<file path="src/rtl/fpu_arbiter.sv">
// Round-robin arbiter sharing one FPU among NREQ requesters, one op in flight.
// Optional sticky per-requester exception flags: define FPU_ARB_STICKY_FSR_EN.
module fpu_arbiter #(
  parameter int NREQ      = 4,
  parameter int IDW       = 2,
  parameter int LAT_SHORT = 1,
  parameter int LAT_LONG  = 2
) (
  input  logic                 clk,
  input  logic                 rst,
  input  logic [NREQ-1:0]      req_valid,
  output logic [NREQ-1:0]      req_ready,
  input  logic [4*NREQ-1:0]    req_op,
  input  logic [32*NREQ-1:0]   req_a,
  input  logic [32*NREQ-1:0]   req_b,
  output logic [3:0]           fpu_op_sel,
  output logic [31:0]          fpu_rsA,
  output logic [31:0]          fpu_rsB,
  input  logic [31:0]          fpu_rd,
  input  logic [4:0]           fpu_exc,
  output logic                 resp_valid,
  input  logic                 resp_ready,
  output logic [IDW-1:0]       resp_id,
  output logic [31:0]          resp_data,
  output logic [4:0]           resp_exc,
  output logic [5*NREQ-1:0]    fsr_flags,
  input  logic [NREQ-1:0]      fsr_clr
);

  localparam int LATMAX = (LAT_LONG > LAT_SHORT) ? LAT_LONG : LAT_SHORT;
  localparam int CNTW   = $clog2(LATMAX + 1);

  typedef enum logic [1:0] {IDLE, EXEC, RESP} state_t;

  state_t         state, next_state;
  logic [IDW-1:0] rr_ptr;
  logic [IDW-1:0] cand_id;
  logic           cand_found;
  logic [3:0]     sel_op;
  logic [31:0]    sel_a, sel_b;
  logic           sel_long, sel_illegal;
  logic           accept, resp_hs;

  logic [3:0]      op_q;
  logic [31:0]     a_q, b_q;
  logic [IDW-1:0]  id_q;
  logic [CNTW-1:0] cnt;
  logic [31:0]     data_q;
  logic [4:0]      exc_q;

  // Two passes give "first valid at or above rr_ptr, else first valid below it"
  // without a variable-index select.
  always_comb begin
    cand_found = 1'b0;
    cand_id    = '0;
    for (int i = 0; i < NREQ; i++) begin
      if (!cand_found && req_valid[i] && (IDW'(i) >= rr_ptr)) begin
        cand_found = 1'b1;
        cand_id    = IDW'(i);
      end
    end
    for (int i = 0; i < NREQ; i++) begin
      if (!cand_found && req_valid[i] && (IDW'(i) < rr_ptr)) begin
        cand_found = 1'b1;
        cand_id    = IDW'(i);
      end
    end
  end

  always_comb begin
    sel_op = '0;
    sel_a  = '0;
    sel_b  = '0;
    for (int i = 0; i < NREQ; i++) begin
      if (cand_id == IDW'(i)) begin
        sel_op = req_op[4*i +: 4];
        sel_a  = req_a[32*i +: 32];
        sel_b  = req_b[32*i +: 32];
      end
    end
  end

  assign sel_long    = (sel_op == 4'b0011) || (sel_op == 4'b0100);
  assign sel_illegal = (sel_op >= 4'b1101);
  assign accept      = (state == IDLE) && cand_found;
  assign resp_hs     = (state == RESP) && resp_ready;

  always_ff @(posedge clk or posedge rst) begin
    if (rst) state <= IDLE;
    else     state <= next_state;
  end

  always_comb begin
    next_state = state;
    case (state)
      IDLE: if (cand_found) next_state = sel_illegal ? RESP : EXEC;
      EXEC: if (cnt == CNTW'(1)) next_state = RESP;
      RESP: if (resp_ready) next_state = IDLE;
      default: next_state = IDLE;
    endcase
  end

  always_comb begin
    req_ready = '0;
    for (int i = 0; i < NREQ; i++) begin
      req_ready[i] = (state == IDLE) && cand_found && (cand_id == IDW'(i));
    end
    resp_valid = (state == RESP);
  end

  // Illegal ops never touch the issue regs, so the FPU inputs keep the last real op.
  always_ff @(posedge clk or posedge rst) begin
    if (rst) begin
      op_q   <= '0;
      a_q    <= '0;
      b_q    <= '0;
      id_q   <= '0;
      cnt    <= '0;
      data_q <= '0;
      exc_q  <= '0;
      rr_ptr <= '0;
    end else begin
      if (accept) begin
        id_q   <= cand_id;
        rr_ptr <= (cand_id == IDW'(NREQ - 1)) ? '0 : cand_id + 1'b1;
        if (sel_illegal) begin
          data_q <= '0;
          exc_q  <= 5'b10000;
        end else begin
          op_q <= sel_op;
          a_q  <= sel_a;
          b_q  <= sel_b;
          cnt  <= sel_long ? CNTW'(LAT_LONG) : CNTW'(LAT_SHORT);
        end
      end
      if (state == EXEC) begin
        cnt <= cnt - 1'b1;
        if (cnt == CNTW'(1)) begin
          data_q <= fpu_rd;
          exc_q  <= fpu_exc;
        end
      end
    end
  end

  assign fpu_op_sel = op_q;
  assign fpu_rsA    = a_q;
  assign fpu_rsB    = b_q;
  assign resp_id    = id_q;
  assign resp_data  = data_q;
  assign resp_exc   = exc_q;

`ifdef FPU_ARB_STICKY_FSR_EN
  logic [5*NREQ-1:0] fsr_q;

  // A handshake on the same cycle as a clear leaves only the new flags.
  always_ff @(posedge clk or posedge rst) begin
    if (rst) begin
      fsr_q <= '0;
    end else begin
      for (int i = 0; i < NREQ; i++) begin
        if (resp_hs && (id_q == IDW'(i)))
          fsr_q[5*i +: 5] <= fsr_clr[i] ? exc_q : (fsr_q[5*i +: 5] | exc_q);
        else if (fsr_clr[i])
          fsr_q[5*i +: 5] <= '0;
      end
    end
  end

  assign fsr_flags = fsr_q;
`else
  logic unused_fsr_clr;
  logic unused_resp_hs;
  assign unused_fsr_clr = ^fsr_clr;
  assign unused_resp_hs = resp_hs;
  assign fsr_flags      = '0;
`endif

endmodule

</file>
<file path="config.mk">
export PLATFORM = sky130hd
export DESIGN_NAME = fpu_arbiter
export DESIGN_NICKNAME = d
export VERILOG_FILES = /design/src/rtl/fpu_arbiter.sv
export SDC_FILE = /design/constraint.sdc
export NUM_CORES = 1
export LEC_CHECK = 0
export BUFFER_PORTS_ARGS = -buffer_cell sky130_fd_sc_hd__clkbuf_2
export CAP_MARGIN = 30
export CELL_PAD_IN_SITES_DETAIL_PLACEMENT = 0
export CELL_PAD_IN_SITES_GLOBAL_PLACEMENT = 2
export CORE_AREA = 2 2 175 177
export CTS_BUF_LIST = sky130_fd_sc_hd__clkbuf_8
export CTS_CLUSTER_SIZE = 16
export DETAILED_ROUTE_END_ITERATION = 10
export DIE_AREA = 0 0 177 179
export PLACE_DENSITY = 0.85
export SYNTH_ARGS = -nofsm -noshare
export SYNTH_HDL_FRONTEND = slang
export SYNTH_SLANG_ARGS = --single-unit
</file>
<file path="constraint.sdc">
create_clock -name clk -period 9 [get_ports clk]
set_input_delay 0.9 -clock clk [delete_from_list [all_inputs] [get_ports clk]]
set_output_delay 0.9 -clock clk [all_outputs]
set_load 0.05 [all_outputs]
</file>
==> flow_summary_export.csv <==
group,metric,value,unit
grt,busiest_layer,"met2",
timing,fin_skew,0.0167,ns
grt,grt_pass1_wl,36100,um
grt,gr-usage-met1,17.6,%
timing,setup_viol,0,
timing,worstMarginPinSlew,1.03,ns
layout,final_util,30.2,%
layout,stdcell_area,9080,um2
logic_synthesis,synth_area_per_cell,8.95,um2
timing,slew_violations,0,
grt,antenna_found_initial,3,
floorplanning,initial_core_util,20.9,%
layout,fin_cells,1500,
floorplanning,fp-row-count,64,
timing,fin_crit_sh,54.0,%
layout,area_delta_synth_final,44.4,%
grt,use_met3,4.71,%
run_status,status,"finished, final reports clean",
critical_path,end_kind,"register",
grt,track_usage,15.0,%
critical_path,critical_path_class,"in2reg",
logic_synthesis,ys_types,37,
route,route.detailed.drc,0,
grt,gr-usage-met2,26.3,%
route,vias,6705,
logic_synthesis,ys_seq_area_share,45.0,%
place,dp_hpwl,19100,um
clock_tree,cts_buffers,17,
timing,fin_crit,4.86,ns
logic_synthesis,synth_top_area_cell,"dfrtp_1",
logic_synthesis,synth_area,6290,um2
clock_tree,cts_tree,"done",
place,globalplace.congestion,0.773,
logic_synthesis,ys_warn_count,0,
timing,final.setup.tns,0,ns
run,drv_cap,0,
floorplanning,ios,452,
clock_tree,cts_setup_buffers,0,
critical_path,arrival,5.16,ns
power_and_ir_drop,p_leak,0.00448,uW
place,port_buffers,427,
timing,clock.fmax,206,MHz
timing,grt_setup_unrepaired,"false",
clock_tree,h-tree-depth,4,
power_and_ir_drop,vdd_drop_max,0.190,mV
route,drt.antenna.violating_nets,0,
floorplanning,dieWidth,177,um
timing,slew-limit-headroom,31.3,%
grt,grt_max_degree,87,
floorplanning,dieHeight,179,um
critical_path,cp-start-kind,"primary input",
route,viasPerCell,4.47,
place,dpl.cell_count,1466,
logic_synthesis,netlist.area_leader.share,45.0,%
route,dr.pass1.iters,4,
clock_tree,hold_buffers,0,
clock_tree,cts_sinks,113,
layout,drive_gt1_share,43.3,%
route,drt-wirelength-per-cell,16.8,um
grt,grt_pass1_vias,6345,
place,place_area,8670,um2
logic_synthesis,ys_ff_latch,113,
route,drtIter0Drc,348,
clock_tree,postCtsResizedCells,0,
grt,globalRoute.totalOverflow,0,
logic_synthesis,syn_inst,703,
logic_synthesis,yosys-top-cells-area,"dfrtp_1, a21oi_1, a221oi_1",
timing,finalHoldViolations,0,
hold_path,min_path_type,"reg2reg",
critical_path,critical_path_required,9.30,ns
clock_tree,clk_root_buffer_cell,"clkbuf_8",
route,wl,25200,um
critical_path,worstPathMaxFanout,86,
floorplanning,core,30000,um2
clock_tree,clk_latency,0.43,ns
clock_tree,cts_buffer_depth,2,
clock_tree,clk_pin_slew_worst_paths,0.07,ns
layout,fin_nets,1414,
power_and_ir_drop,power_density,438,nW/um2
floorplanning,dieArea,31700,um2
## stage by stage
step	total power (uW)	setup WS (ns)	hold WS, ns
after floorplan	2860	5.11	0.460
after global placement	3480	3.71	0.469
after detailed placement	3510	3.61	0.467
after CTS	4040	4.06	0.487
after global routing	4280	3.80	0.511
final	3980	4.14	0.480
## where the power goes
group / internal, uW / switching, uW
combinational: 717 / 1840
sequential: 773 / 141
clock: 257 / 248
## registers in the layout, summed over array words and instances, names as in the netlist, 4 cells and up
register	flops
resp_exc	5
fpu_rsA	32
fpu_op_sel	4
fpu_rsB	32
resp_data	32
## cell type report
type / instances / area, um2
diodes: 2 / 5.00
clock buffers: 18 / 248
multi-input cells: 509 / 3100
clock inverters: 14 / 155
flip-flops and latches: 113 / 2830
repair buffers: 435 / 2190
well taps: 396 / 495
fillers: 3243 / 20900
inverters: 13 / 51.3
## cells by family (layout without fill, tap and decap cells)
family	Yosys count	count (layout)	share of synthesized area [%]
and+or+nand+nor	228	228	18.4
buffers and inverters	100	480	7.80
DFF	113	113	45.0
adders and majority gates	5	5	0.995
other	1	22	0.0596
muxes	4	4	0.676
AOI/OAI and AO/OA	252	252	27.1
## metal layers
layer,part of all wire (%),up-vias
li1,-,3325
met3,8.7,16
met2,50,300
met1,40,3062
met4,1.2,2
met5,0.052,-
## worst paths after layout
check,end,slack (ns),cells after the start,startpoint
max,fpu_op_sel[2],4.14,11,req_valid[3]
min,resp_id[0],0.48,2,resp_id[0]
max in group asynchronous,resp_data[15],7.14,3,rst
min in group asynchronous,fpu_rsB[17],0.54,2,rst
max reg2reg,fpu_op_sel[2],4.29,10,rr_ptr[0]
min reg2reg,resp_id[0],0.48,2,resp_id[0]
## synth_stat cells (all sizes together)
cell type	number
buf	40
mux2i	2
clkbuf	47
and2	4
ha	5
a22oi	1
nor3	67
a21oi	131
a211o	1
dfrtp	113
nor2b	67
o21ai	2
a21boi	1
conb	1
nor4	1
nor2	67
inv	13
a31oi	1
nand2b	2
nand2	9
mux2	2
or2	3
or3	2
nand3b	1
a22o	37
nand3	2
nor3b	3
o22ai	4
a211oi	5
a221oi	68
a21o	1
## critical path, cell delays in order
cell      delay [ns]
clkbuf_2        0.12
inv_1           0.05
a22o_1          0.17
a211oi_1        0.80
ha_4            0.81
nor2b_4         0.38
a221oi_1        0.44
o22ai_1         0.25
a21oi_4         0.20
buf_4           0.63
mux2_1          0.38
## layout by cell type, fill, tap and decap left out, types with 2 or more instances in the layout
master,synthesis,layout
clkbuf_2,0,427
a21oi_1,130,130
dfrtp_1,113,113
a221oi_1,67,67
nor3_1,67,67
nor2_1,67,67
nor2b_1,67,66
a22o_1,37,37
conb_1,1,20
clkbuf_8,0,18
inv_1,13,12
nand2_1,9,9
buf_4,21,7
a211oi_1,5,5
clkinvlp_4,0,5
o22ai_1,4,4
and2_1,4,4
ha_4,0,3
inv_6,0,3
clkinv_4,0,3
diode_2,0,2
or2_1,2,2
nand2b_1,2,2
nor3b_1,2,2
or3_1,2,2
o21ai_0,2,2
nand3_1,2,2
mux2i_1,2,2
mux2_1,2,2
ha_1,5,2
bufinv_16,0,2
Power figures use the tool's default switching activity.
